===== config.mk =====
export PLATFORM = sky130hd
export DESIGN_NAME = mix_sequencer
export DESIGN_NICKNAME = d
export VERILOG_FILES = /design/src/rtl/mix_sequencer_pkg.sv /design/src/rtl/mix_sequencer.sv
export SDC_FILE = /design/constraint.sdc
export NUM_CORES = 1
export LEC_CHECK = 0
export ABC_AREA = 1
export CAP_MARGIN = 10
export CELL_PAD_IN_SITES_DETAIL_PLACEMENT = 0
export CELL_PAD_IN_SITES_GLOBAL_PLACEMENT = 2
export CORE_UTILIZATION = 31
export CTS_CLUSTER_DIAMETER = 30
export CTS_CLUSTER_SIZE = 25
export DETAILED_ROUTE_END_ITERATION = 6
export HOLD_SLACK_MARGIN = 0.05
export PLACE_DENSITY_LB_ADDON = 0.25
export SYNTH_ARGS = -nofsm -noshare
export SYNTH_HDL_FRONTEND = slang
export SYNTH_SLANG_ARGS = --single-unit

===== constraint.sdc =====
create_clock -name clk -period 2 [get_ports clk]
set_input_delay 0.4 -clock clk [delete_from_list [all_inputs] [get_ports clk]]
set_output_delay 0.4 -clock clk [all_outputs]
set_load 0.02 [all_outputs]

===== src/rtl/mix_sequencer_pkg.sv =====
// Shared constants and FSM encoding for the time-multiplexed voice mixer.
package mix_sequencer_pkg;

  localparam int NUM_VOICES = 13;
  localparam int WAVE_W     = 10;
  localparam int SUM_W      = 14;
  localparam int SEL_W      = 4;

  // Index of the final voice in a frame; reaching it closes the frame.
  localparam logic [SEL_W-1:0] LAST_IDX = SEL_W'(NUM_VOICES - 1);
  localparam logic [SEL_W-1:0] SEL_ONE  = SEL_W'(1);
  localparam logic [SEL_W-1:0] SEL_ZERO = SEL_W'(0);
  localparam logic [SUM_W-1:0] SUM_ZERO = SUM_W'(0);

  typedef enum logic {
    ST_IDLE  = 1'b0,
    ST_ACCUM = 1'b1
  } state_t;

  // Zero-extend a voice sample to accumulator width.
  function automatic logic [SUM_W-1:0] widen_wave(input logic [WAVE_W-1:0] w);
    return {{(SUM_W - WAVE_W){1'b0}}, w};
  endfunction

endpackage


===== src/rtl/mix_sequencer.sv =====
// Walks all voices once per sample tick, summing enabled voices into one
// mixed sample reported with a single-cycle valid pulse.
module mix_sequencer
  import mix_sequencer_pkg::*;
(
  input  logic                  clk,
  input  logic                  rst_n,
  input  logic                  sample_tick_i,
  input  logic [NUM_VOICES-1:0] voice_en_i,
  output logic [SEL_W-1:0]      voice_sel_o,
  input  logic [WAVE_W-1:0]     wave_in_i,
  output logic [SUM_W-1:0]      mix_out_o,
  output logic                  mix_valid_o,
  output logic [SEL_W-1:0]      active_count_o,
  output logic                  busy_o,
  output logic                  overrun_o
);

  state_t                  state_q, state_d;
  logic [SEL_W-1:0]        idx_q, idx_d;
  logic [SUM_W-1:0]        acc_q, acc_d;
  logic [SEL_W-1:0]        cnt_q, cnt_d;
  logic [NUM_VOICES-1:0]   mask_q, mask_d;
  logic [SUM_W-1:0]        mix_out_q, mix_out_d;
  logic [SEL_W-1:0]        active_count_q, active_count_d;
  logic                    mix_valid_q, mix_valid_d;
  logic                    overrun_q, overrun_d;

  logic                    voice_on_s;
  logic                    last_s;
  logic [SUM_W-1:0]        acc_add_s;
  logic [SEL_W-1:0]        cnt_add_s;

  // Per-cycle contribution of the voice currently on the mux.
  always_comb begin
    voice_on_s = mask_q[idx_q];
    last_s     = (idx_q == LAST_IDX);
    if (voice_on_s) begin
      acc_add_s = acc_q + widen_wave(wave_in_i);
      cnt_add_s = cnt_q + SEL_ONE;
    end else begin
      acc_add_s = acc_q;
      cnt_add_s = cnt_q;
    end
  end

  // State register: async clear, otherwise follows next-state logic.
  always_ff @(posedge clk or negedge rst_n) begin
    if (!rst_n) begin
      state_q <= ST_IDLE;
    end else begin
      state_q <= state_d;
    end
  end

  // Next-state: a tick starts a frame, the last voice ends it.
  always_comb begin
    state_d = state_q;
    case (state_q)
      ST_IDLE: begin
        if (sample_tick_i) begin
          state_d = ST_ACCUM;
        end else begin
          state_d = ST_IDLE;
        end
      end
      ST_ACCUM: begin
        if (last_s) begin
          state_d = ST_IDLE;
        end else begin
          state_d = ST_ACCUM;
        end
      end
      default: state_d = ST_IDLE;
    endcase
  end

  // Datapath/output next values: index walk, accumulation, frame result.
  always_comb begin
    idx_d          = idx_q;
    acc_d          = acc_q;
    cnt_d          = cnt_q;
    mask_d         = mask_q;
    mix_out_d      = mix_out_q;
    active_count_d = active_count_q;
    mix_valid_d    = 1'b0;
    overrun_d      = 1'b0;
    case (state_q)
      ST_IDLE: begin
        if (sample_tick_i) begin
          // Mask is captured once so mid-frame enable changes are ignored.
          mask_d = voice_en_i;
          acc_d  = SUM_ZERO;
          cnt_d  = SEL_ZERO;
          idx_d  = SEL_ZERO;
        end else begin
          idx_d  = SEL_ZERO;
        end
      end
      ST_ACCUM: begin
        // A tick during a frame is dropped and flagged one cycle later.
        overrun_d = sample_tick_i;
        if (last_s) begin
          mix_out_d      = acc_add_s;
          active_count_d = cnt_add_s;
          mix_valid_d    = 1'b1;
          acc_d          = acc_add_s;
          cnt_d          = cnt_add_s;
          idx_d          = SEL_ZERO;
        end else begin
          acc_d = acc_add_s;
          cnt_d = cnt_add_s;
          idx_d = idx_q + SEL_ONE;
        end
      end
      default: begin
        idx_d = SEL_ZERO;
      end
    endcase
  end

  // Datapath and output registers; reset discards any partial frame.
  always_ff @(posedge clk or negedge rst_n) begin
    if (!rst_n) begin
      idx_q          <= SEL_ZERO;
      acc_q          <= SUM_ZERO;
      cnt_q          <= SEL_ZERO;
      mask_q         <= {NUM_VOICES{1'b0}};
      mix_out_q      <= SUM_ZERO;
      active_count_q <= SEL_ZERO;
      mix_valid_q    <= 1'b0;
      overrun_q      <= 1'b0;
    end else begin
      idx_q          <= idx_d;
      acc_q          <= acc_d;
      cnt_q          <= cnt_d;
      mask_q         <= mask_d;
      mix_out_q      <= mix_out_d;
      active_count_q <= active_count_d;
      mix_valid_q    <= mix_valid_d;
      overrun_q      <= overrun_d;
    end
  end

  // idx_q is held at zero outside a frame, so it drives the mux directly.
  assign voice_sel_o    = idx_q;
  assign busy_o         = (state_q == ST_ACCUM);
  assign mix_out_o      = mix_out_q;
  assign active_count_o = active_count_q;
  assign mix_valid_o    = mix_valid_q;
  assign overrun_o      = overrun_q;

endmodule


==> results of run 1 <==
-- cells by family after synthesis --
| kind of cell | Yosys count | share of synthesized area [%] |
|---|---|---|
| AO/OA/AOI/OAI | 45 | 9.391 |
| XOR/XNOR | 11 | 2.988 |
| adder cells (fa/ha/maj) | 14 | 5.666 |
| buffers and inverters | 70 | 9.313 |
| flip-flops | 56 | 43.46 |
| multiplexers | 6 | 2.095 |
| AND/OR/NAND/NOR | 209 | 27.09 |
-- metal layers --
metal	global-route usage, %	part of all wire (%)	up-vias
met5	0	0	-
met4	2.755	0.51	0
met3	2.694	3.3	5
met2	26.19	47	44
met1	20.96	49	1290
li1	-	-	1440
-- power groups by stage --
stage	Combinational, W	Sequential (W)	Clock (W)
after detailed placement	0.00437	0.00214	0
after global placement	0.00432	0.00213	0
after floorplan	0.00266	0.00229	0
final	0.00455	0.00212	0.000598
after CTS	0.00441	0.00213	0.000626
after global routing	0.00515	0.00219	0.000678
-- through the flow --
stage                     cells  worst slack (ps)  hold WS (ps)  cell area [sq um]  power, W
final                       623             63.25         483.6               4292  0.007264
after global routing        623            -29.48         533.0               4292  0.008018
after CTS                   619             4.207         490.4               4163  0.007164
after detailed placement    611            -420.1         340.6               4061  0.006508
after global placement      611            -409.8         337.9               4061  0.006452
after floorplan             411             227.4         104.4               3224  0.004942
-- flip-flops by register name, indices dropped and copies added, names as in the netlist --
| register | count |
|---|---|
| voice_sel_o | 4 |
| busy_o | 1 |
| mix_out_o | 14 |
| mask_q | 13 |
| cnt_q | 4 |
| overrun_o | 1 |
| acc_q | 14 |
| active_count_o | 4 |
| mix_valid_o | 1 |
-- path summary, 6_finish.rpt --
path | from | endpoint | slack, ps | cells after the start
hold / removal | mix_out_o[11] | mix_out_o[11] | 480 | 2
setup reg to reg | acc_q[0] | mix_out_o[4] | 160 | 11
min in group asynchronous | rst_n | acc_q[9] | 540 | 2
setup / recovery | wave_in_i[1] | mix_out_o[5] | 60 | 11
max in group asynchronous | rst_n | voice_sel_o[1] | 900 | 3
hold reg to reg | mix_out_o[11] | mix_out_o[11] | 480 | 2
-- layout by cell type, fill, tap and decap left out, types with 4 or more instances in the layout --
cell type        instances
o21ai_2                  6
mux2_2                   6
clkbuf_8                 5
xor2_1                   5
o211ai_1                 8
nand2_2                 12
a21oi_1                 16
nand3_1                 24
inv_1                   53
nand2_1                127
dfrtp_1                 54
clkdlybuf4s50_1         48
o21bai_1                13
nand3_2                  8
buf_4                   30
nor2_1                  33
xnor2_1                  6
ha_1                     8
ha_4                     4
-- repair_timing --
action	4_1_cts	5_1_grt
setup buffers	0	4
pin swaps	0	6
hold buffers	1	0
setup endpoints to repair	7	17
hold endpoints to repair	14	0
cloned	0	0
resized for setup	5	20
-- Yosys cell counts (all sizes together) --
| cell type | instances |
|---|---|
| nor2 | 33 |
| o21bai | 13 |
| xor2 | 5 |
| nand2 | 140 |
| a21oi | 16 |
| inv | 57 |
| nand4 | 1 |
| ha | 13 |
| clkbuf | 3 |
| dfrtp | 56 |
| xnor2 | 6 |
| mux2 | 6 |
| nor3 | 2 |
| o21a | 1 |
| clkinv | 1 |
| buf | 9 |
| o211ai | 8 |
| nand3 | 33 |
| o21ai | 7 |
| fa | 1 |
-- area by class of cell --
class,count,area (sq um)
Clock buffer,6,72.57
Tap cell,133,166.4
Inverter,58,220.2
Fill cell,1030,5618
Clock inverter,1,5.005
Sequential cell,56,1404
Timing Repair Buffer,84,793.3
Multi-Input combinational cell,285,1630
-- critical path, stage by stage --
cell and delay, ps:
clkdlybuf4s50_1 420, buf_4 140, ha_1 270, nand3_1 90, nand2_2 80, nand2_1 80
nand2_2 90, xnor2_1 230, nand2_1 110, o211ai_1 130, nand2_1 80
==> results.md, run 1 <==
- Period Utilization, post-route: between 90% and 100%
- Yosys top cell area share: a little over two fifths
- Worst Setup Start Kind: input port
- Antenna diode count: 0
- DIE HEIGHT: roughly 100 microns
- Clk_skew: about 8 ps
- Remaining Overflow, GRT: 0
- Clk_lat worst skew: 300 ps
- FF+latch count, synth: 56
- Switching Fraction: between 40% and 50%
- Core ar.: 0.009910 sq mm
- Endpoints failing setup: 0
- Worst hold path class: register to register
- Max frequency: roughly 520 MHz
- Die Wd: ~100 microns
- Max rail drop VDD: ~690 uV
- Power density over the cells: about 1700 mW/mm^2
- Placer's final routability congestion estimate: 0.7680
- Clock slew at reported path FFs: 90 ps
- Routed vias/inst: 4.461
- WL/cell: roughly 13 microns
- Total CTS buffers: 5
- Max-capacitance violation count: 0
- Die Area: approximately 0.011 sq mm
- Arr. time, crit path: ~2100 ps
- Mapped Area: ~0.0032 sq mm
- Initial Utilization: 32.54%
- Crit Path Category: input port to register
- Layout net count: 530
- Internal: between 0.004 and 0.005 W
- Drt drc: 0
- Setup TNS: 0 ps
- TritonCTS clock tree: done
- Initial drt markers: 59
- Antenna Nets Post-Route: 0
- P_leak: around 2.1 nW
- Final Hold Fails: 0
- Initial antenna violation count: 0
- Post-Route WL: approximately 7.9 mm
- DPL Wire Length: ~5.9 mm
- Min Clock Period, post-route: a little under 2000 ps
- Sequential power share: approximately 29%
- Pre-antenna DRT Iters: 4
- Slew @ Worst Pin: between 300 and 400 ps
- Synth unique cells: 28
- Endpoint type of the worst setup path: register
- Dominant cell type by area after synthesis: dfrtp_1
- CTS Sinks: 56
- Synth warn: 0
- Root buffer cell: clkbuf_8
- RSZ-0062 raised after global routing: yes
- Crit-path max FO: 3
- Combinational share of power: ~63%
- IO Count: 51
- Mean area per synthesized cell: between 7 and 8 sq um
- Syn Inst Count: 411
- Slew Limit Fails: 0
- Global-route wire length before repair: around 14 mm
- Status: completed
- Syn nets: 451
- Share of cells above drive strength 1: between 15 and 20%
- NetSw: 0.003255 W
- Part of the Yosys area used for sequential elements: about 43%
- Largest net degree at the start of global routing: 43
- Final core occ: a little over two fifths
- Area Growth Syn to Fin: 33.10%
- Vias in the first global route: about 2.8k
- PortBufs: 50
- Vias: 2779
- CP required: between 2000 and 2500 ps
- Tot GR Track Use: 15.51%
- Maximum buffer depth of the clock tree: 2
- Row count: 36
- Max_slew headroom: 75.10%
- H-Tree Depth: 2
- Clock power frac: between 8 and 9%
- Top cells by area, synth: dfrtp_1 43%, nand2_1 16%, inv_1 6.4%
(Power assumes the default switching activity.)
==> run 2, diff against run 1 <==
--- a/config.mk
+++ b/config.mk
@@ -18,3 +18,4 @@
 export SYNTH_ARGS = -nofsm -noshare
 export SYNTH_HDL_FRONTEND = slang
 export SYNTH_SLANG_ARGS = --single-unit
+export TNS_END_PERCENT = 50
==> run 2 against run 1 <==
Against the previous run: clock skew is essentially flat; critical path depth did not move; combinational power fell by 0.9%; count of clock-buffer cells in the layout stayed put; clock power about the same; worst hold slack hardly changed; largest power group unchanged.
==> results.md, run 2 (synthesis results as in run 1) <==
- Status: completed
- Share of cells above drive strength 1: 17.59% (-0.17 points)
- Arr. time, crit path: 2130 ps (about the same)
- Drt drc: 0 (unchanged)
- R2r startpoint: acc_q[0]
- Max frequency: 515.8 MHz (about the same)
- Placer's final routability congestion estimate: 0.7680 (unchanged)
- Max rail drop VDD: 686.6 uV (about the same)
- Worst Setup Start Kind: input port
- CP required: 2190 ps (about the same)
- Clk_lat worst skew: 300 ps (about the same)
- Routed vias/inst: 4.453 (-0.16%)
- Final Hold Fails: 0 (unchanged)
- Area post-placement: 0.004061 sq mm (unchanged)
- Initial drt markers: 60 (+1.7%)
- Endpoint type of the worst setup path: register
- R2R Setup Slk: 160 ps (about the same)
- Layout net count: 529 (-0.19%)
- Most common cell after layout, fill and taps aside: nand2_1
- Period Utilization, post-route: 96.93% (about the same)
- Global-route wire length before repair: 13.64 mm (unchanged)
- Crit Path Category: input port to register
- Commonest non-fill, non-tap cells in the layout: 127 x nand2_1, 54 x dfrtp_1, 53 x inv_1
- Crit path cell chain: clkdlybuf4s50_1 -> buf_4 -> ha_1 -> nand3_1 -> nand2_2 -> nand2_1 -> nand2_2 -> xnor2_1 -> nand2_1 -> o211ai_1 -> nand2_1
- Tot Pwr: 0.007229 W (-0.48%)
- Power density over the cells: 1689 mW/mm^2 (-0.19%)
- Root buffer cell: clkbuf_8
- Final core occ: 43.18% (-0.13 points)
- Min Clock Period, post-route: 1939 ps (+1.898 ps)
- Initial antenna violation count: 0 (unchanged)
- Crit path largest cell delay: 420 ps (about the same)
- Antenna diode count: 0 (unchanged)
- TritonCTS clock tree: done
- Core ar.: 0.009910 sq mm (unchanged)
- Final Non-Filler Cells: 622 (-0.16%)
- Die Area: 0.01081 sq mm (unchanged)
- WL met2: 3.724 mm (unchanged)
- Slew @ Worst Pin: 373.0 ps (-0.5273 ps)
- Tot GR Track Use: 15.51% (unchanged)
- Die Wd: 104.0 microns (unchanged)
- Row count: 36 (unchanged)
- Crit-path max FO: 3 (unchanged)
- Top Metal Used: met4
- CTS Sinks: 56 (unchanged)
- Clk_skew: 7.998 ps (+0.1064 ps)
- Met1 Wirelength: 3.902 mm (+0.83%)
- Hold EP: mix_out_o[11]
- Clock slew at reported path FFs: 90 ps (about the same)
- RSZ-0062 raised after global routing: yes
- Vias in the first global route: 2848 (unchanged)
- Filler Cells Inserted: 1031 (+0.097%)
- FF+latch area: 0.001404 sq mm (unchanged)
- Initial Utilization: 32.54% (unchanged)
- Max-capacitance violation count: 0 (unchanged)
- Max_slew headroom: 75.13% (about the same)
- DPL Wire Length: 5.878 mm (unchanged)
- Largest net degree at the start of global routing: 43 (unchanged)
- Maximum buffer depth of the clock tree: 2 (unchanged)
- Worst Reg-to-Reg Cells: 11 (unchanged)
- Place WS: -420.1 ps (unchanged)
- DIE HEIGHT: 104.0 microns (unchanged)
- P_leak: 2.140 nW (+0.27%)
- WL/cell: 12.67 microns (about the same)
- Pre-antenna DRT Iters: 4 (unchanged)
- Antenna Nets Post-Route: 0 (unchanged)
- Crit path top cell by count: nand2_1
- CP bufs+invs: 2 (unchanged)
- Post-Route WL: 7.881 mm (-0.16%)
- Reg2reg end: mix_out_o[4]
- Crit-path slowest cell: clkdlybuf4s50_1
- Slew Limit Fails: 0 (unchanged)
- Family with the most delay on the worst path: buffers and inverters
- Endpoints failing setup: 0 (unchanged)
- Total CTS buffers: 5 (unchanged)
- Placed Instances: 611 (unchanged)
- Vias: 2770 (-0.32%)
- PortBufs: 50 (unchanged)
- Worst hold path class: register to register
- Worst setup margin: 61.35 ps (-1.898 ps)
- Multi-input gate area in the final layout: 0.001623 sq mm (-0.46%)
- Hold path startpoint: mix_out_o[11]
- Met3 wire length: 213 microns (-17%)
- Hold depth: 2 (unchanged)
- H-Tree Depth: 2 (unchanged)
- Remaining Overflow, GRT: 0 (unchanged)
- Area Growth Syn to Fin: 32.71%
- Post-route cell area: 0.004279 sq mm (-0.29%)
- IO Count: 51 (unchanged)
run 2: cell types whose count changed in the layout (fill, tap and decap cells not counted), sizes merged:
cell           before  now
clkdlybuf4s50      48   47
buf                34   33
dlymetal6s2s        1    2
run 2: worst max path at each step:
stage	start	to	cells after the start
floorplan	wave_in_i[0]	acc_q[12]	13
global placement	wave_in_i[0]	mix_out_o[10]	14
finish	wave_in_i[1]	mix_out_o[5]	11
CTS	wave_in_i[2]	mix_out_o[5]	10
detailed placement	wave_in_i[0]	acc_q[10]	14
global route	wave_in_i[1]	mix_out_o[5]	11
run 2: repair_timing:
item	CTS	global route
endpoints found under the setup margin	7	17
resized for setup	5	21
endpoints found under the hold margin	14	0
pin swaps	0	6
hold buffers	1	0
setup buffers	0	3
run 2: cell type report:
class                           count  share of cell area [%]
Multi-Input combinational cell    285                   37.92
Clock buffer                        6                   1.696
Sequential cell                    56                   32.81
Inverter                           58                   5.146
Tap cell                          133                   3.889
Clock inverter                      1                  0.1170
Timing Repair Buffer               83                   18.42
run 2: routing by layer:
metal / global-route usage [%] / vias to the layer above
met5: 0 / -
met4: 2.755 / 0
li1: - / 1437
met3: 2.694 / 5
met2: 26.19 / 38
met1: 20.96 / 1290
run 2: through the flow:
stage / hold slack, ps / TNS (ps)
floorplan: 104.4 / 0
global placement: 337.9 / -5971
detailed placement: 340.6 / -6186
CTS: 490.4 / 0
global route: 533.0 / -60.97
finish: 483.5 / 0
run 2: worst min-delay path, cell delays in order (launching register included):
cell and delay [ps]:
dfrtp_1 350, nand2_1 50, nand2_1 50
run 2: power breakdown:
part / switching [W] / internal, W
logic: 0.00245 / 0.00206
clock network: 0.000358 / 0.000240
registers: 0.000442 / 0.00168
total: 0.00325 / 0.00398
==> run 3, diff against run 2 <==
--- a/config.mk
+++ b/config.mk
@@ -15,6 +15,7 @@
 export DETAILED_ROUTE_END_ITERATION = 6
 export HOLD_SLACK_MARGIN = 0.05
 export PLACE_DENSITY_LB_ADDON = 0.25
+export SKIP_LAST_GASP = 1
 export SYNTH_ARGS = -nofsm -noshare
 export SYNTH_HDL_FRONTEND = slang
 export SYNTH_SLANG_ARGS = --single-unit
==> run 3 against run 2 <==
Against the previous run: cell area down 0.32%; clock power is essentially flat; non-clock buffer count stayed put; sequential cell count is the same; critical endpoint is now voice_sel_o[1].
==> results.md, run 3 (synthesis results as in run 1) <==
- Top Metal Used: met4
- H-Tree Depth: 2 (unchanged)
- CTS Sinks: 56 (unchanged)
- Tot GR Track Use: 15.51% (unchanged)
- TritonCTS clock tree: done
- Worst Setup Start Kind: register
- Initial drt markers: 64 (+6.7%)
- Vias in the first global route: 2848 (unchanged)
- Antenna diode count: 0 (unchanged)
- Filler Cells Inserted: 1031 (unchanged)
- Met1 Wirelength: 3.878 mm (-0.62%)
- Global-route wire length before repair: 13.64 mm (unchanged)
- Vias: 2766 (-0.14%)
- Layout net count: 529 (unchanged)
- Setup TNS: 0 ps (unchanged)
- WL/cell: 12.65 microns (-0.18%)
- Slew Limit Fails: 0 (unchanged)
- Remaining Overflow, GRT: 0 (unchanged)
- PortBufs: 50 (unchanged)
- Endpoints failing setup: 0 (unchanged)
- DPL Wire Length: 5.878 mm (unchanged)
- Most common cell after layout, fill and taps aside: nand2_1
- Endpoint type of the worst setup path: output pin
- Max rail drop VDD: 686.9 uV (about the same)
- Pre-antenna DRT Iters: 4 (unchanged)
- Clock slew at reported path FFs: 100 ps (about the same)
- Initial antenna violation count: 0 (unchanged)
- DIE HEIGHT: 104.0 microns (unchanged)
- CP required: 1600 ps (-590 ps)
- Worst hold path class: register to register
- Placer's final routability congestion estimate: 0.7680 (unchanged)
- IO Count: 51 (unchanged)
- Power density over the cells: 1692 mW/mm^2 (+0.15%)
- Initial Utilization: 32.54% (unchanged)
- Crit-path max FO: 5 (+2)
- Max-capacitance violation count: 0 (unchanged)
- Root buffer cell: clkbuf_8
- Row count: 36 (unchanged)
- Max_slew headroom: 75.07% (about the same)
- Min Clock Period, post-route: 1951 ps (+12.75 ps)
- Commonest non-fill, non-tap cells in the layout: 129 x nand2_1, 55 x dfrtp_1, 53 x inv_1
- WL met2: 3.727 mm (about the same)
- Final core occ: 43.04% (-0.14 points)
- Area Growth Syn to Fin: 32.29%
- RSZ-0062 raised after global routing: yes
- Share of cells above drive strength 1: 16.77% (-0.82 points)
- Clk_lat worst skew: 300 ps (about the same)
- Core ar.: 0.009910 sq mm (unchanged)
- P_leak: 2.131 nW (-0.44%)
- Die Area: 0.01081 sq mm (unchanged)
- Drt drc: 0 (unchanged)
- Max frequency: 512.5 MHz (-0.65%)
- Antenna Nets Post-Route: 0 (unchanged)
- Routed vias/inst: 4.447 (-0.14%)
- Die Wd: 104.0 microns (unchanged)
- Post-Route WL: 7.867 mm (-0.18%)
- Met3 wire length: 220 microns (+3.3%)
- Maximum buffer depth of the clock tree: 2 (unchanged)
- Arr. time, crit path: 1550 ps (-580 ps)
- Crit Path Category: register to output pin
- Clk_skew: 7.950 ps (-0.04843 ps)
- Period Utilization, post-route: 97.57% (+0.64 points)
- Total CTS buffers: 5 (unchanged)
- Status: completed
- Largest net degree at the start of global routing: 43 (unchanged)
- Slew @ Worst Pin: 373.9 ps (+0.8626 ps)
- Final Hold Fails: 0 (unchanged)
[run 3: cell count changes in the layout (fill, tap and decap cells not counted)]
cell,delta
nand2_1,+2
nor3_2,-1
dfrtp_1,+1
clkdlybuf4s50_1,+1
nor3_1,+1
nand2_2,-2
dfrtp_2,-1
dlymetal6s2s_1,-1
[run 3: cell type report]
cell class	count	area (sq um)	share of cell area, %
clock buffers	6	72.57	1.701
clock inverters	1	5.005	0.1173
inverters	58	220.2	5.163
multi-input cells	285	1613	37.81
flip-flops and latches	56	1403	32.88
well taps	133	166.4	3.901
repair buffers	83	785.8	18.42
[run 3: path summary, 6_finish.rpt]
| kind | start | to | slack, ps | depth (start not counted) |
|---|---|---|---|---|
| hold / removal | mix_out_o[11] | mix_out_o[11] | 480 | 2 |
| max in group asynchronous | rst_n | voice_sel_o[0] | 910 | 3 |
| min in group asynchronous | rst_n | acc_q[9] | 540 | 2 |
| setup / recovery | voice_sel_o[1] | voice_sel_o[1] | 50 | 2 |
| hold reg to reg | mix_out_o[11] | mix_out_o[11] | 480 | 2 |
| setup reg to reg | acc_q[0] | mix_out_o[4] | 160 | 11 |
[run 3: worst max-delay path, stage by stage, from the launching register on]
cell             delay [ps]
dfrtp_1                 470
buf_4                   180
clkdlybuf4s50_1         610
[run 3: where the power goes]
group | switching, W | leakage, nW | internal, W
clock network | 0.000358 | 0.0410 | 0.000240
registers | 0.000443 | 0.665 | 0.00168
logic | 0.00244 | 1.42 | 0.00205
[run 3: repair_timing]
item | in CTS | in global routing
setup buffers | 0 | 3
gates resized for setup | 5 | 16
hold buffers | 1 | 0
setup endpoints to repair | 7 | 17
endpoints found under the hold margin | 14 | 0
pin swaps | 0 | 6
[run 3: routing by layer]
metal / track usage [%] / vias up
li1: - / 1437
met3: 2.694 / 5
met1: 20.96 / 1286
met5: 0 / -
met4: 2.755 / 0
met2: 26.19 / 38
[run 3: per-stage QoR]
stage          power, W  setup slack [ps]  cells  cell area (sq um)  hold WS [ps]
2_1_floorplan  0.004942             227.4    411               3224         104.4
3_3_place_gp   0.006452            -409.8    611               4061         337.9
3_5_place_dp   0.006508            -420.1    611               4061         340.6
4_1_cts        0.007164             4.207    619               4163         490.4
5_1_grt        0.007965            -33.08    622               4265         533.0
6_report       0.007217             48.60    622               4265         483.5
